## src/rtl/seq_fsm_ctrl.sv

```systemverilog
// Job sequencer: runs `repeat_n` passes of `run_len` cycles each,
// with pause (hold) and abort support and a one-cycle done pulse.
module seq_fsm_ctrl #(
  parameter int CNT_W = 8,
  parameter int REP_W = 4
) (
  input  logic             clk,
  input  logic             reset,
  input  logic             start,
  input  logic             abort,
  input  logic             hold,
  input  logic [CNT_W-1:0] run_len,
  input  logic [REP_W-1:0] repeat_n,
  output logic             done,
  output logic             busy,
  output logic             aborted,
  output logic [2:0]       state_out,
  output logic [CNT_W-1:0] count_out,
  output logic [REP_W-1:0] pass_out
);

  typedef enum logic [2:0] {
    IDLE    = 3'b000,
    LOAD    = 3'b001,
    RUNNING = 3'b010,
    PAUSED  = 3'b011,
    FINISH  = 3'b100
  } state_e;

  localparam logic [CNT_W-1:0] CNT_ONE = CNT_W'(1);
  localparam logic [REP_W-1:0] REP_ONE = REP_W'(1);

  state_e           state_q, state_d;
  logic [CNT_W-1:0] len_q, len_d;
  logic [REP_W-1:0] rep_q, rep_d;
  logic [CNT_W-1:0] cnt_q, cnt_d;
  logic [REP_W-1:0] pass_q, pass_d;
  logic             ab_q, ab_d;
  logic             done_q, done_d;
  logic             busy_q, busy_d;

  always_comb begin
    state_d = state_q;
    len_d   = len_q;
    rep_d   = rep_q;
    cnt_d   = cnt_q;
    pass_d  = pass_q;
    ab_d    = ab_q;
    case (state_q)
      IDLE: begin
        if (start) begin
          state_d = LOAD;
          len_d   = run_len;
          // zero passes is treated as a single pass
          rep_d   = (repeat_n == '0) ? REP_ONE : repeat_n;
          ab_d    = 1'b0;
        end
      end
      LOAD: begin
        cnt_d   = '0;
        pass_d  = '0;
        state_d = (len_q == '0) ? FINISH : RUNNING;
      end
      RUNNING: begin
        if (abort) begin
          state_d = FINISH;
          ab_d    = 1'b1;
        end else if (hold) begin
          state_d = PAUSED;
        end else if (cnt_q != len_q - CNT_ONE) begin
          cnt_d = cnt_q + CNT_ONE;
        end else if (pass_q != rep_q - REP_ONE) begin
          cnt_d  = '0;
          pass_d = pass_q + REP_ONE;
        end else begin
          state_d = FINISH;
        end
      end
      PAUSED: begin
        if (abort) begin
          state_d = FINISH;
          ab_d    = 1'b1;
        end else if (!hold) begin
          state_d = RUNNING;
        end
      end
      FINISH:  state_d = IDLE;
      default: state_d = IDLE;
    endcase
  end

  always_comb begin
    done_d = (state_d == FINISH);
    busy_d = (state_d == LOAD) ||
             (state_d == RUNNING) ||
             (state_d == PAUSED);
  end

  always_ff @(posedge clk or posedge reset) begin
    if (reset) begin
      state_q <= IDLE;
      len_q   <= '0;
      rep_q   <= '0;
      cnt_q   <= '0;
      pass_q  <= '0;
      ab_q    <= 1'b0;
      done_q  <= 1'b0;
      busy_q  <= 1'b0;
    end else begin
      state_q <= state_d;
      len_q   <= len_d;
      rep_q   <= rep_d;
      cnt_q   <= cnt_d;
      pass_q  <= pass_d;
      ab_q    <= ab_d;
      done_q  <= done_d;
      busy_q  <= busy_d;
    end
  end

  assign done      = done_q;
  assign busy      = busy_q;
  assign aborted   = ab_q;
  assign state_out = state_q;
  assign count_out = cnt_q;
  assign pass_out  = pass_q;

endmodule

```

## config.mk

```make
export PLATFORM = sky130hd
export DESIGN_NAME = seq_fsm_ctrl
export DESIGN_NICKNAME = d
export VERILOG_FILES = /design/src/rtl/seq_fsm_ctrl.sv
export SDC_FILE = /design/constraint.sdc
export NUM_CORES = 1
export LEC_CHECK = 0
export ABC_AREA = 1
export CAP_MARGIN = 20
export CORE_ASPECT_RATIO = 1.2
export CORE_MARGIN = 2
export CORE_UTILIZATION = 55
export CTS_BUF_LIST = sky130_fd_sc_hd__clkbuf_8
export CTS_CLUSTER_DIAMETER = 150
export DETAILED_ROUTE_END_ITERATION = 6
export PLACE_DENSITY = 0.93
export RECOVER_POWER = 25
export SLEW_MARGIN = 10
export SYNTH_ARGS = -nofsm -noshare
export SYNTH_HDL_FRONTEND = slang
export SYNTH_SLANG_ARGS = --single-unit
```

## constraint.sdc

```tcl
create_clock -name clk -period 2.5 [get_ports clk]
set_input_delay 0.75 -clock clk [delete_from_list [all_inputs] [get_ports clk]]
set_output_delay 0.75 -clock clk [all_outputs]
set_load 0.02 [all_outputs]
```

=== After elaboration in Yosys (flattened, before gate mapping) ===
Index checks and enable logic that the tools add are counted.

* Logic and storage cells: 63
* Register bits after elaboration: 30
* Input port bits: 17
* Output and inout port bits: 18

* Reduce and logical (&&, ||, !) cells: 12
* Muxes and demuxes: 23
* Equality and inequality tests: 16
* Add/subtract/negate cells: 4

{| class="wikitable"
|+ Operator list
! cell !! number
|-
| 2-to-1 mux 8 bit || 4
|-
| 2-to-1 mux 3 bit || 8
|-
| 2-to-1 mux 4 bit || 5
|-
| one-hot mux 8 bit (2 select lines) || 1
|-
| == test 3 x 2 -> 1 bit (second input constant) || 4
|-
| one-hot mux 3 bit (4 select lines) || 1
|-
| != test 2 bit (second input constant) || 5
|-
| adder 8 x 1 -> 8 bit (second input constant) || 1
|-
| logical NOT 8 bit || 1
|-
| != test 8 bit || 1
|-
| one-hot mux 4 bit (2 select lines) || 1
|-
| subtractor 8 x 1 -> 8 bit (second input constant) || 1
|-
| == test 3 x 1 -> 1 bit (second input constant) || 2
|-
| AND reduction 5 bit || 1
|-
| adder 4 x 1 -> 4 bit (second input constant) || 1
|-
| logical NOT 4 bit || 1
|-
| != test 4 bit || 1
|-
| AND reduction 4 bit || 1
|-
| nonzero test 2 bit || 2
|-
| subtractor 4 x 1 -> 4 bit (second input constant) || 1
|-
| == test 3 bit (second input constant) || 1
|-
| logical NOT 3 bit || 1
|-
| != test 3 bit (second input constant) || 1
|-
| AND reduction 3 bit || 1
|-
| other kinds (6) || 8
|}

=== Longest topological paths before layout ===
* Depth after elaboration: 10
* Depth in mapped cells: 15
* Gate-level depth less buffers: 15

=== Worst setup path after synthesis ===
OpenSTA, ideal clock, no wires.

* Path kind: register to register
* Start point: reg len_q[0]
* End point: reg pass_q[0], in the netlist pass_out[0]
* Arrival time: 1725 ps
* Setup time: 118 ps
* Buffers on the path: 0
* Period minus slack after synthesis: 1843 ps
* Slack: 657 ps
* Data required time: 2382 ps
* Cell stages (with the launch flop): 13
* Path through: dfrtp_1 inv_1 ha_1 xor2_1 nand2_1 nor2_1 nand2_1 nor2_2 nand2_1 o21ai_2 o21ai_2 nand2_1 nand2_1

* Word-level cells in the longest chain between the ends: 4

{| class="wikitable"
|+ RTL lines
! element !! line !! RTL
|-
| start: declaration || 34 || <nowiki>logic [CNT_W-1:0] len_q, len_d;</nowiki>
|-
| start signal: assignment || 111 || <nowiki>len_q <= len_d;</nowiki>
|-
| subtractor 8 x 1 -> 8 bit || 70 || <nowiki>end else if (cnt_q != len_q - CNT_ONE) begin</nowiki>
|-
| != test 8 bit || 70 ||
|-
| != test 2 bit (no source line) || - ||
|-
| AND reduction 5 bit (no source line) || - ||
|-
| end signal: assignment || 114 || <nowiki>pass_q <= pass_d;</nowiki>
|-
| end: declaration || 37 || <nowiki>logic [REP_W-1:0] pass_q, pass_d;</nowiki>
|}

Every way passes these cells.
A chain may end at the register's enable or synchronous reset.

=== Worst setup path in the final report ===
* Start point: reg cnt_q[6], in the netlist count_out[6]
* End point: out count_out[6]

{| class="wikitable"
|+ RTL lines
! element !! line !! RTL
|-
| start: declaration || 36 || <nowiki>logic [CNT_W-1:0] cnt_q, cnt_d;</nowiki>
|-
| start signal: assignment || 113 || <nowiki>cnt_q <= cnt_d;</nowiki>
|-
| end: declaration || 18 || <nowiki>output logic [CNT_W-1:0] count_out,</nowiki>
|}

No word-level cell between the ends.

==> results.py <==
metrics = {
    "cells_and_area": {
        "fin_cells": 363,
        "drive_above_1_share_pct": 7.67,
        "fin_nets": 348,
        "diodes": 0,
        "area_growth_pct": 23.4,
    },
    "worst_setup_path": {
        "rr_worst_depth": 12,
        "end_kind": "output port",
        "crit_path_start_kind": "register",
        "cp_slowest_cell": "clkdlybuf4s50_1",
        "critPathBufInv": 1,
        "cp_cell_sequence": "clkdlybuf4s50_1",
        "crit_type": "reg -> out",
        "r2r_start": "len_q[0]",
        "crit_arrival_ns": 1.45,
        "reg2reg_to": "pass_out[0]",
        "cpLargestDelayFamily": "buffers and inverters",
        "max_stage_delay_ns": 0.66,
        "cp_max_fo": 6,
        "r2r_slack_ns": 0.41,
        "cp_data_required_time_ns": 1.75,
    },
    "power": {
        "p_leak_nw": 1.24,
        "ir_drop_mv": 0.612,
        "p_clk_share_pct": 14.4,
        "power_frac_seq_pct": 32.2,
        "intPower_w": 0.00133,
        "p_sw_share_pct": 47.0,
        "p_switching_w": 0.00118,
        "combPwrFrac_pct": 53.4,
        "cellPowerDensity_nw_per_um2": 1030,
    },
    "clock_network": {
        "clkTransAtPathRegs_ns": 0.06,
        "clk_latency_ns": 0.29,
        "cts_max_path_buffers": 2,
        "cts_setup_buffers": 0,
        "ctsRootBufferMaster": "clkbuf_8",
        "h-tree-depth": 2,
        "cts_sinks": 30,
        "cts-buffers-inserted": 5,
        "ctsHoldBuffers": 0,
        "cts_tree": "done",
        "cts_resized": 0,
    },
    "yosys": {
        "syn_inst": 286,
        "async_flop_share_pct": 100,
        "netlist.area_leader.share_pct": 37.8,
        "syn_nets": 308,
        "syn_area_per_cell_um2": 6.94,
        "synth.cell_area_um2": 1980,
        "synth.area.top_cells": "dfrtp_1, nand2_1, inv_1",
        "synth_warnings": 0,
        "synth_common_cells": "nand2_1, inv_1, dfrtp_1, nor2_1, nand3_1",
        "ys_seq_area_share_pct": 37.8,
        "ys_dominant_reg_cell": "dfrtp_1",
        "yosysMostFrequentCell": "nand2_1",
        "synth_edf_count": 0,
        "synth-seq-cells": 30,
        "yosysTopAreaCell": "dfrtp_1",
        "synthDistinctLibCells": 25,
    },
    "placed_design": {
        "dp_cells": 356,
        "portBuffers": 34,
        "hpwl_um": 3320,
        "gp_congestion": 0.862,
    },
    "global_route": {
        "top_usage_layer": "met2",
        "met2_usage_pct": 37.3,
        "grt_usage_pct": 23.8,
        "grt_util_met1_pct": 29.7,
        "grt_pass1_vias": 1813,
        "grt_overflow": 0,
        "met3_usage_pct": 7.84,
        "grt_pass1_wl_um": 7580,
        "antenna_found_initial": 0,
        "grt_max_degree": 31,
    },
    "worst_hold_path": {
        "min_path_cells": 2,
        "hold_end": "aborted",
        "holdCritStartpoint": "aborted",
        "min_path_type": "reg -> reg",
    },
    "timing": {
        "drv_slew": 0,
        "fmax_mhz": 455,
        "period_minus_slack_ns": 2.20,
        "final.setup_skew_ns": 0.00699,
        "max_slew.worst_pin.slew_ns": 0.750,
        "finalCritPeriodShare_pct": 88.0,
        "slew-limit-headroom_pct": 50.0,
        "setup_viol": 0,
        "tns_ns": 0,
        "rsz0062_at_grt": "no",
        "hold_violations": 0,
    },
    "die": {
        "ios": 35,
        "die_height_um": 69.8,
        "num_rows": 23,
        "core-area_um2": 3400,
        "dieWidth_um": 58.8,
        "start_util_pct": 58.4,
        "die_area_um2": 4110,
    },
    "detailed_routing": {
        "drt_iter0_markers": 62,
        "avgViaCountPerCell": 5.22,
        "drt_pass1_iterations": 6,
        "final_antenna_net_count": 0,
        "wire_per_inst_um": 12.3,
        "vias": 1895,
        "drc": 3,
        "routed_wl_um": 4460,
    },
    "status": {
        "run_status": "finished, violations left",
        "failed_checks": "design-rule violations",
    },
    "job": {
        "cap_violations": 0,
    },
}
==> power groups by stage <==
stage                     Combinational (W)  Sequential [W]  Clock (W)
after detailed placement            0.00133        0.000806          0
after floorplan                    0.000928        0.000840          0
after global routing                0.00154        0.000832   0.000384
after global placement              0.00129        0.000804          0
final                               0.00134        0.000810   0.000363
after CTS                           0.00134        0.000808   0.000366
==> layer usage <==
metal / vias to the layer above / part of all wire [%] / wire (um)
li1: 968 / - / -
met1: 861 / 43 / 1930
met2: 53 / 49 / 2180
met3: 13 / 5.4 / 239
met4: 0 / 2.4 / 108
met5: - / 0 / 0
==> cell usage in the layout (no fill, tap or decap), drive strengths merged <==
| master | n |
|---|---|
| nand4 | 2 |
| o21ai | 15 |
| inv | 38 |
| a21oi | 2 |
| dfrtp | 30 |
| nor3 | 3 |
| nor2 | 32 |
| o31ai | 3 |
| clkbuf | 6 |
| a22oi | 1 |
| ha | 5 |
| clkdlybuf4s50 | 33 |
| a31oi | 1 |
| dlygate4sd3 | 1 |
| nand3 | 26 |
| xnor2 | 8 |
| clkinv | 3 |
| xor2 | 9 |
| nand2 | 105 |
| buf | 1 |
| nand3b | 2 |
==> stage by stage <==
| step | util [%] | setup WS [ns] | total power (W) | hold WS (ns) | instance area [um2] |
|---|---|---|---|---|---|
| floorplan | - | 0.657 | 0.00177 | 0.473 | 1980 |
| global placement | 69.9 | 0.454 | 0.00209 | 0.482 | 2370 |
| CTS | 72.2 | 0.309 | 0.00252 | 0.494 | 2450 |
| detailed placement | 69.9 | 0.401 | 0.00214 | 0.479 | 2370 |
| finish | 72.1 | 0.300 | 0.00252 | 0.494 | 2450 |
| global route | 72.1 | 0.147 | 0.00276 | 0.551 | 2450 |
==> state kept, by name, indices dropped and copies added, names as in the netlist <==
signal and flops:
rep_q 4, busy 1, count_out 8, aborted 1, state_out 3, done 1
len_q 8, pass_out 4
==> kinds of logic (layout without fill, tap and decap cells) <==
| logic type | Yosys count | after routing | synth area share (%) |
|---|---|---|---|
| simple gates | 170 | 170 | 36.8 |
| buf+inv | 42 | 82 | 8.07 |
| flops | 30 | 30 | 37.8 |
| compound gates | 22 | 22 | 6.68 |
| xor+xnor | 17 | 17 | 7.50 |
| fa+ha+maj | 5 | 5 | 3.15 |
==> layout make-up <==
cell class,count,area [um2]
inverters,39,146
clock buffers,5,68.8
fillers,266,947
flip-flops and latches,30,751
repair buffers,36,353
well taps,37,46.3
clock inverters,2,10.0
multi-input cells,214,1070
==> how the worst max path moves through the flow <==
stage | startpoint | to | slack, ns | cells after the start
after floorplan | len_q[0] | pass_out[0] | 0.66 | 12
after global placement | abort | count_out[7] | 0.45 | 6
after detailed placement | abort | count_out[6] | 0.40 | 6
after CTS | count_out[6] | count_out[6] | 0.31 | 1
after global routing | len_q[0] | pass_out[0] | 0.15 | 14
final | count_out[6] | count_out[6] | 0.30 | 1
Power figures use the tool's default switching activity.
